`src/rtl/vote_deglitch_if.sv`:
```
// Signal bundle between the raw vote detector and its conditioning stage.
// Master drives the glitchy vote and clear; slave returns the clean level, strobes and count.
interface vote_deglitch_if #(
   parameter int CNT_W = 8
);
   logic             din;
   logic             clr;
   logic             dout;
   logic             rise;
   logic             fall;
   logic [CNT_W-1:0] count;

   modport master (output din, output clr, input dout, input rise, input fall, input count);
   modport slave  (input din, input clr, output dout, output rise, output fall, output count);
endinterface

```
`src/rtl/vote_deglitch.sv`:
```
// Synchronises and debounces the vote detector output, emitting level, edge strobes and a
// saturating rise counter; the counter and clr exist only when VOTE_DEGLITCH_COUNTER_EN is defined.
module vote_deglitch #(
   parameter int STABLE_CYCLES = 4,
   parameter int CNT_W         = 8
) (
   input logic            clk,
   input logic            rst,
   vote_deglitch_if.slave bus
);

   localparam int QW = $clog2(STABLE_CYCLES + 1);

   typedef enum logic [1:0] {LOW, QUAL_HIGH, HIGH, QUAL_LOW} state_t;

   state_t          state, next_state;
   logic [QW-1:0]   q, q_next;
   logic            s1, s2;
   logic            dout_q, dout_next;
   logic            rise_q, rise_next;
   logic            fall_q, fall_next;

   always_ff @(posedge clk or posedge rst) begin
      if (rst) begin
         s1 <= 1'b0;
         s2 <= 1'b0;
      end else begin
         s1 <= bus.din;
         s2 <= s1;
      end
   end

   always_ff @(posedge clk or posedge rst) begin
      if (rst) begin
         state  <= LOW;
         q      <= '0;
         dout_q <= 1'b0;
         rise_q <= 1'b0;
         fall_q <= 1'b0;
      end else begin
         state  <= next_state;
         q      <= q_next;
         dout_q <= dout_next;
         rise_q <= rise_next;
         fall_q <= fall_next;
      end
   end

   // q counts how many consecutive s2 samples have disagreed with the committed level
   always_comb begin
      next_state = state;
      q_next     = q;
      dout_next  = dout_q;
      rise_next  = 1'b0;
      fall_next  = 1'b0;
      case (state)
         LOW: begin
            if (s2) begin
               if (STABLE_CYCLES == 1) begin
                  next_state = HIGH;
                  dout_next  = 1'b1;
                  rise_next  = 1'b1;
                  q_next     = '0;
               end else begin
                  next_state = QUAL_HIGH;
                  q_next     = QW'(1);
               end
            end else begin
               q_next = '0;
            end
         end
         QUAL_HIGH: begin
            if (!s2) begin
               next_state = LOW;
               q_next     = '0;
            end else if (q == QW'(STABLE_CYCLES - 1)) begin
               next_state = HIGH;
               dout_next  = 1'b1;
               rise_next  = 1'b1;
               q_next     = '0;
            end else begin
               q_next = q + 1'b1;
            end
         end
         HIGH: begin
            if (!s2) begin
               if (STABLE_CYCLES == 1) begin
                  next_state = LOW;
                  dout_next  = 1'b0;
                  fall_next  = 1'b1;
                  q_next     = '0;
               end else begin
                  next_state = QUAL_LOW;
                  q_next     = QW'(1);
               end
            end else begin
               q_next = '0;
            end
         end
         QUAL_LOW: begin
            if (s2) begin
               next_state = HIGH;
               q_next     = '0;
            end else if (q == QW'(STABLE_CYCLES - 1)) begin
               next_state = LOW;
               dout_next  = 1'b0;
               fall_next  = 1'b1;
               q_next     = '0;
            end else begin
               q_next = q + 1'b1;
            end
         end
         default: begin
            next_state = LOW;
            q_next     = '0;
         end
      endcase
   end

   assign bus.dout = dout_q;
   assign bus.rise = rise_q;
   assign bus.fall = fall_q;

`ifdef VOTE_DEGLITCH_COUNTER_EN
   logic [CNT_W-1:0] count_q;

   // clr has priority over a coincident rise; the count sticks at all-ones
   always_ff @(posedge clk or posedge rst) begin
      if (rst) begin
         count_q <= '0;
      end else if (bus.clr) begin
         count_q <= '0;
      end else if (rise_next && (count_q != {CNT_W{1'b1}})) begin
         count_q <= count_q + 1'b1;
      end
   end

   assign bus.count = count_q;
`else
   logic unused_clr;
   assign unused_clr = bus.clr;
   assign bus.count  = '0;
`endif

endmodule

```
`src/flat_wrapper.sv`:
```
// flat-port wrapper written by rule: the top's interface ports become plain ports
module vote_deglitch_flat 
#(
   parameter int STABLE_CYCLES = 4,
   parameter int CNT_W         = 8
)
  (clk, rst, bus_din, bus_clr, bus_dout, bus_rise, bus_fall, bus_count);
  vote_deglitch_if #(.CNT_W(CNT_W)) bus_i ();
  input logic clk;
  input logic rst;
  input wire logic [$bits(bus_i.din)-1:0] bus_din;
  input wire logic [$bits(bus_i.clr)-1:0] bus_clr;
  output wire logic [$bits(bus_i.dout)-1:0] bus_dout;
  output wire logic [$bits(bus_i.rise)-1:0] bus_rise;
  output wire logic [$bits(bus_i.fall)-1:0] bus_fall;
  output wire logic [$bits(bus_i.count)-1:0] bus_count;
  assign bus_i.din = bus_din;
  assign bus_i.clr = bus_clr;
  assign bus_dout = bus_i.dout;
  assign bus_rise = bus_i.rise;
  assign bus_fall = bus_i.fall;
  assign bus_count = bus_i.count;
  vote_deglitch #(.STABLE_CYCLES(STABLE_CYCLES), .CNT_W(CNT_W)) u_core (.clk(clk), .rst(rst), .bus(bus_i));
endmodule
```
`config.mk`:
```
export PLATFORM = sky130hd
export DESIGN_NAME = vote_deglitch_flat
export DESIGN_NICKNAME = d
export VERILOG_FILES = /design/src/rtl/vote_deglitch_if.sv /design/src/rtl/vote_deglitch.sv /design/src/flat_wrapper.sv
export SDC_FILE = /design/constraint.sdc
export NUM_CORES = 1
export LEC_CHECK = 0
export CORE_AREA = 5 5 42 44
export CTS_CLUSTER_DIAMETER = 30
export DETAILED_ROUTE_END_ITERATION = 16
export DIE_AREA = 0 0 47 49
export PLACE_DENSITY = 0.58
export SYNTH_ARGS = -nofsm -noshare
export SYNTH_HDL_FRONTEND = slang
export SYNTH_SLANG_ARGS = --single-unit
```
`constraint.sdc`:
```
create_clock -name clk -period 3.6 [get_ports clk]
set_input_delay 0.72 -clock clk [delete_from_list [all_inputs] [get_ports clk]]
set_output_delay 0.72 -clock clk [all_outputs]
set_load 0.1 [all_outputs]
```
-- Word level (Yosys, flattened, before mapping)
Index checks and enable logic that the tools add are counted.
- add/sub/neg operators: 1
- equality and inequality tests: 12
- muxes and demuxes: 23
- reduce and logical (&&, ||, !) cells: 4
- operator list (operator ; number):
    $mux 2 ; 6
    $pmux 3 s4 ; 1
    $mux 1 ; 11
    $mux 3 ; 3
    $ne 2x1->1 const B ; 4
    $pmux 2 s4 ; 1
    $reduce_and 5->1 ; 1
    $eq 2x2->1 const B ; 2
    $ne 2x2->1 const B ; 2
    $reduce_and 4->1 ; 1
    $add 3x1->3 const B ; 1
    $eq 3x2->1 const B ; 1
    $ne 3x1->1 const B ; 1
    $ne 3x3->1 const B ; 1
    $eq 2x1->1 const B ; 1
    $logic_not 2->1 ; 1
    $pmux 1 s2 ; 1
    $reduce_bool 2->1 ; 1
- bits in registers: 10
- bits of input ports: 4
- output and inout port bits: 11
- logic and storage cells: 47

-- Depth between registers and ports, before layout
- depth after elaboration: 4
- gate-level depth with buffers: 4
- gate-level depth less buffers: 4

-- Worst setup path after synthesis
OpenSTA, ideal clock, no wires.
- path kind: register to output
- start point: reg u_core.dout_q (netlist: u_core.bus.dout)
- end point: out bus_dout
- data arrival time: 0.907 ns
- data required time: 2.880 ns
- path slack: 1.973 ns
- cell stages (with the launch flop): 1
- buffers on the path: 0
- cell sequence: dfrtp_1
- RTL lines (what ; RTL line ; RTL):
    start, declared ; vote_deglitch.sv:19 ; logic dout_q, dout_next;
    start signal, assigned ; vote_deglitch.sv:43 ; dout_q <= dout_next;
    end, declared ; flat_wrapper.sv:13 ; output wire logic [$bits(bus_i.dout)-1:0] bus_dout;
No word-level cell between the ends.

-- Worst setup path after layout
- start point: reg u_core.dout_q (netlist: u_core.bus.dout)
- end point: out bus_dout
No word-level cell between the ends.

==> impl_metrics.csv <==
group,metric,value,unit
routing,num_vias,251,
yosys,synth_cell_type_count,16,
sta,fin_crit,2.49,ns
floorplan,fp.dieArea,0.00230,mm²
clock_tree,clock_tree_from_tritoncts,"done",
layout,fillers,147,
clock_tree,numCtsBuffers,3,
floorplan,die_height,49,µm
clock_tree,clock_tree.htree_level_count,1,
floorplan,i_o_pin_count,15,
sta,setup_violations,0,
floorplan,initial_core_util,31.3,%
global_routing,grt_max_degree,11,
routing,avgRoutedWirePerCell,9.49,µm
routing,route.final.wire_length,598,µm
worst_setup_path,critical-path-top-delay-family,"buffers and inverters",
placement,dpl.hpwl,456,µm
sta,finalWorstSetupSlack,1.11,ns
sta,slew_headroom,35.8,%
worst_setup_path,timing.setup.critical_path_class,"flop to output pin",
routing,drc,0,
worst_setup_path,critical-path-slowest-cell,"sky130_fd_sc_hd__clkdlybuf4s50_1",
global_routing,first_global_vias,208,
clock_tree,postCtsSetupBuffers,0,
job,maxCapViolCount,0,
sta,layout_worst_path_cycle_share,69.1,%
placement,gp_congestion,0.645,
sta,worst-slew-pin-transition,0.960,ns
floorplan,fp.dieW,47,µm
clock_tree,cts.hold.buffers_added,0,
yosys,synth_warnings,0,
worst_setup_path,critical_path_fanouts_max,3,
global_routing,grt_antenna_before_repair,0,
pwr,static_leakage,0.245,nW
routing,route.antenna.remaining_nets,0,
yosys,netlist_area,438,µm²
sta,rsz0062_at_grt,"false",
pwr,p_per_area,683,mW/mm²
yosys,postSynthRegisterBits,10,
yosys,synth_area_leaders,"sky130_fd_sc_hd__dfrtp_1, sky130_fd_sc_hd__buf_4, sky130_fd_sc_hd__o21ai_0",
global_routing,grt_use_total,6.05,%
sta,max_freq,402,MHz
pwr,ir_worst_vdd,0.334,mV
layout,antennaDiodeCount,0,
worst_setup_path,critical_path.endpoint_type,"output pin",
sta,final_hold_viol_count,0,
worst_setup_path,arr_time_crit_path,1.77,ns
clock_tree,tritoncts_num_sinks,10,
floorplan,fp-row-count,14,
worst_setup_path,path_cells,"clkdlybuf4s50_1",
status,outcome,"finished clean",
min_path,hold_path.class,"flop to flop",
yosys,proportion_of_netlist_area_held_by_the_largest_area_contributor,57.1,%
sta,fin_tns_setup,0,ns
floorplan,core_area,0.00140,mm²
yosys,yosysTopAreaCell,"sky130_fd_sc_hd__dfrtp_1",
clock_tree,post_cts_resize_count,0,
worst_setup_path,crit_path_start_kind,"flop",
clock_tree,clockRootBuffer,"sky130_fd_sc_hd__clkbuf_4",
clock_tree,later_pin_clock_latency_in_the_skew_report,0.27,ns
yosys,syn-instance-count,39,
sta,slew_viol_final,0,
clock_tree,clock_tree.buffer_depth,2,
global_routing,grt_pass1_wl,897,µm
routing,detailedRoute.firstIterationViolations,1,
layout,syn_to_final_growth,16.6,%
sta,fin_skew,0.00240,ns
worst_setup_path,critical_path_buf_inv_count,1,
yosys,share_of_the_yosys_chip_area_belonging_to_registers,57.1,%
worst_setup_path,cp_slowest_stage_delay,1.14,ns
routing,drt_pass1_iterations,2,
placement,placement.io_buffers,5,
clock_tree,clk_transition_reported_paths,0.07,ns
worst_setup_path,critical_path_required,2.88,ns
yosys,avgSynthCellArea,11.2,µm²
routing,post_drt_via_cell_ratio,3.98,
layout,fin_nets,53,
global_routing,gr-total-overflow,0,
layout,drive_above_1_share,14.9,%
placement,dp_worst_setup_slack,1.40,ns
==> worst paths after layout <==
check,startpoint,to,slack [ns],cells after the start
max,u_core.bus.dout$_DFFE_PP0P_,bus_dout,1.11,1
max reg2reg,u_core.q[0]$_DFF_PP0_,u_core.bus.dout$_DFFE_PP0P_,2.25,4
min,u_core.s1$_DFF_PP0_,u_core.s2$_DFF_PP0_,0.35,0
min reg2reg,u_core.s1$_DFF_PP0_,u_core.s2$_DFF_PP0_,0.35,0
min in group asynchronous,rst,u_core.bus.dout$_DFFE_PP0P_,0.72,2
max in group asynchronous,rst,u_core.q[2]$_DFF_PP0_,2.61,2
==> registers in the layout, summed over array words and instances (netlist names), named ones only <==
| name | flops |
|---|---|
| u_core.q | 3 |
| u_core.state | 1 |
| u_core.bus.dout | 1 |
| u_core.s2 | 1 |
| u_core.s1 | 1 |
| u_core.bus.rise | 1 |
| u_core.bus.fall | 1 |
==> cells by family (layout without fill, tap and decap cells) <==
logic type | after synthesis | after routing | synth area share, %
DFF | 10 | 10 | 57.1
other | 1 | 8 | 0.856
xor gates and xnor gates | 1 | 1 | 2.00
and+or+nand+nor | 11 | 11 | 16.3
buffers and inverters | 11 | 12 | 16.3
adders and majority gates | 1 | 1 | 2.86
AOI/OAI and AO/OA | 4 | 4 | 4.57
==> Yosys cell counts <==
cell type	n
sky130_fd_sc_hd__conb_1	1
sky130_fd_sc_hd__nor3b_2	1
sky130_fd_sc_hd__and3_2	1
sky130_fd_sc_hd__a21oi_1	1
sky130_fd_sc_hd__nand2_1	2
sky130_fd_sc_hd__nand3b_1	2
sky130_fd_sc_hd__inv_1	3
sky130_fd_sc_hd__nor2_1	2
sky130_fd_sc_hd__xnor2_1	1
sky130_fd_sc_hd__o21ai_0	3
sky130_fd_sc_hd__ha_1	1
sky130_fd_sc_hd__buf_4	8
sky130_fd_sc_hd__and3b_2	1
sky130_fd_sc_hd__dfrtp_1	10
sky130_fd_sc_hd__nor3_1	1
sky130_fd_sc_hd__nand2b_1	1
==> layer usage <==
layer  vias up  wire (µm)  track usage, %
met2        12        291            7.69
met3         4         55            2.21
met5         -          0               0
li1        124          -               -
met4         0         25            8.29
met1       111        226            6.14
==> power by group <==
group	switching (mW)	total [mW]	internal, mW	leakage, nW
clock network	0.0394	0.101	0.0614	0.0210
registers	0.0138	0.149	0.135	0.124
logic	0.0747	0.0990	0.0243	0.100
total	0.128	0.349	0.221	0.245
==> layout make-up <==
type	count	area (µm²)	area share, %
clock buffer	4	36.3	7.11
inverter	3	11.3	2.21
multi-input combinational	25	143	27.9
sequential	10	250	49.0
tap	16	20.0	3.92
timing repair buffer	5	50.0	9.80
==> through the flow <==
step | cell area, µm² | hold WS, ns | std cells | util, % | power (mW)
finish | 510 | 0.352 | 63 | 36.4 | 0.349
global route | 510 | 0.355 | 63 | 36.4 | 0.373
CTS | 510 | 0.353 | 63 | 36.4 | 0.353
detailed placement | 474 | 0.337 | 59 | 33.8 | 0.251
global placement | 474 | 0.333 | 59 | 33.8 | 0.249
floorplan | 464 | 0.331 | 46 | - | 0.242
==> placed cells by master, fill, tap and decap left out <==
master	instances
sky130_fd_sc_hd__dfrtp_1	10
sky130_fd_sc_hd__o21ai_0	3
sky130_fd_sc_hd__nand3b_1	2
sky130_fd_sc_hd__clkbuf_4	3
sky130_fd_sc_hd__xnor2_1	1
sky130_fd_sc_hd__clkdlybuf4s50_1	5
sky130_fd_sc_hd__ha_1	1
sky130_fd_sc_hd__clkbuf_8	1
sky130_fd_sc_hd__a21oi_1	1
sky130_fd_sc_hd__nand2b_1	1
sky130_fd_sc_hd__nor2_1	2
sky130_fd_sc_hd__inv_1	3
sky130_fd_sc_hd__nand2_1	2
sky130_fd_sc_hd__conb_1	8
sky130_fd_sc_hd__nor3b_2	1
sky130_fd_sc_hd__and3_2	1
sky130_fd_sc_hd__and3b_2	1
sky130_fd_sc_hd__nor3_1	1
Power figures use the tool's default switching activity.
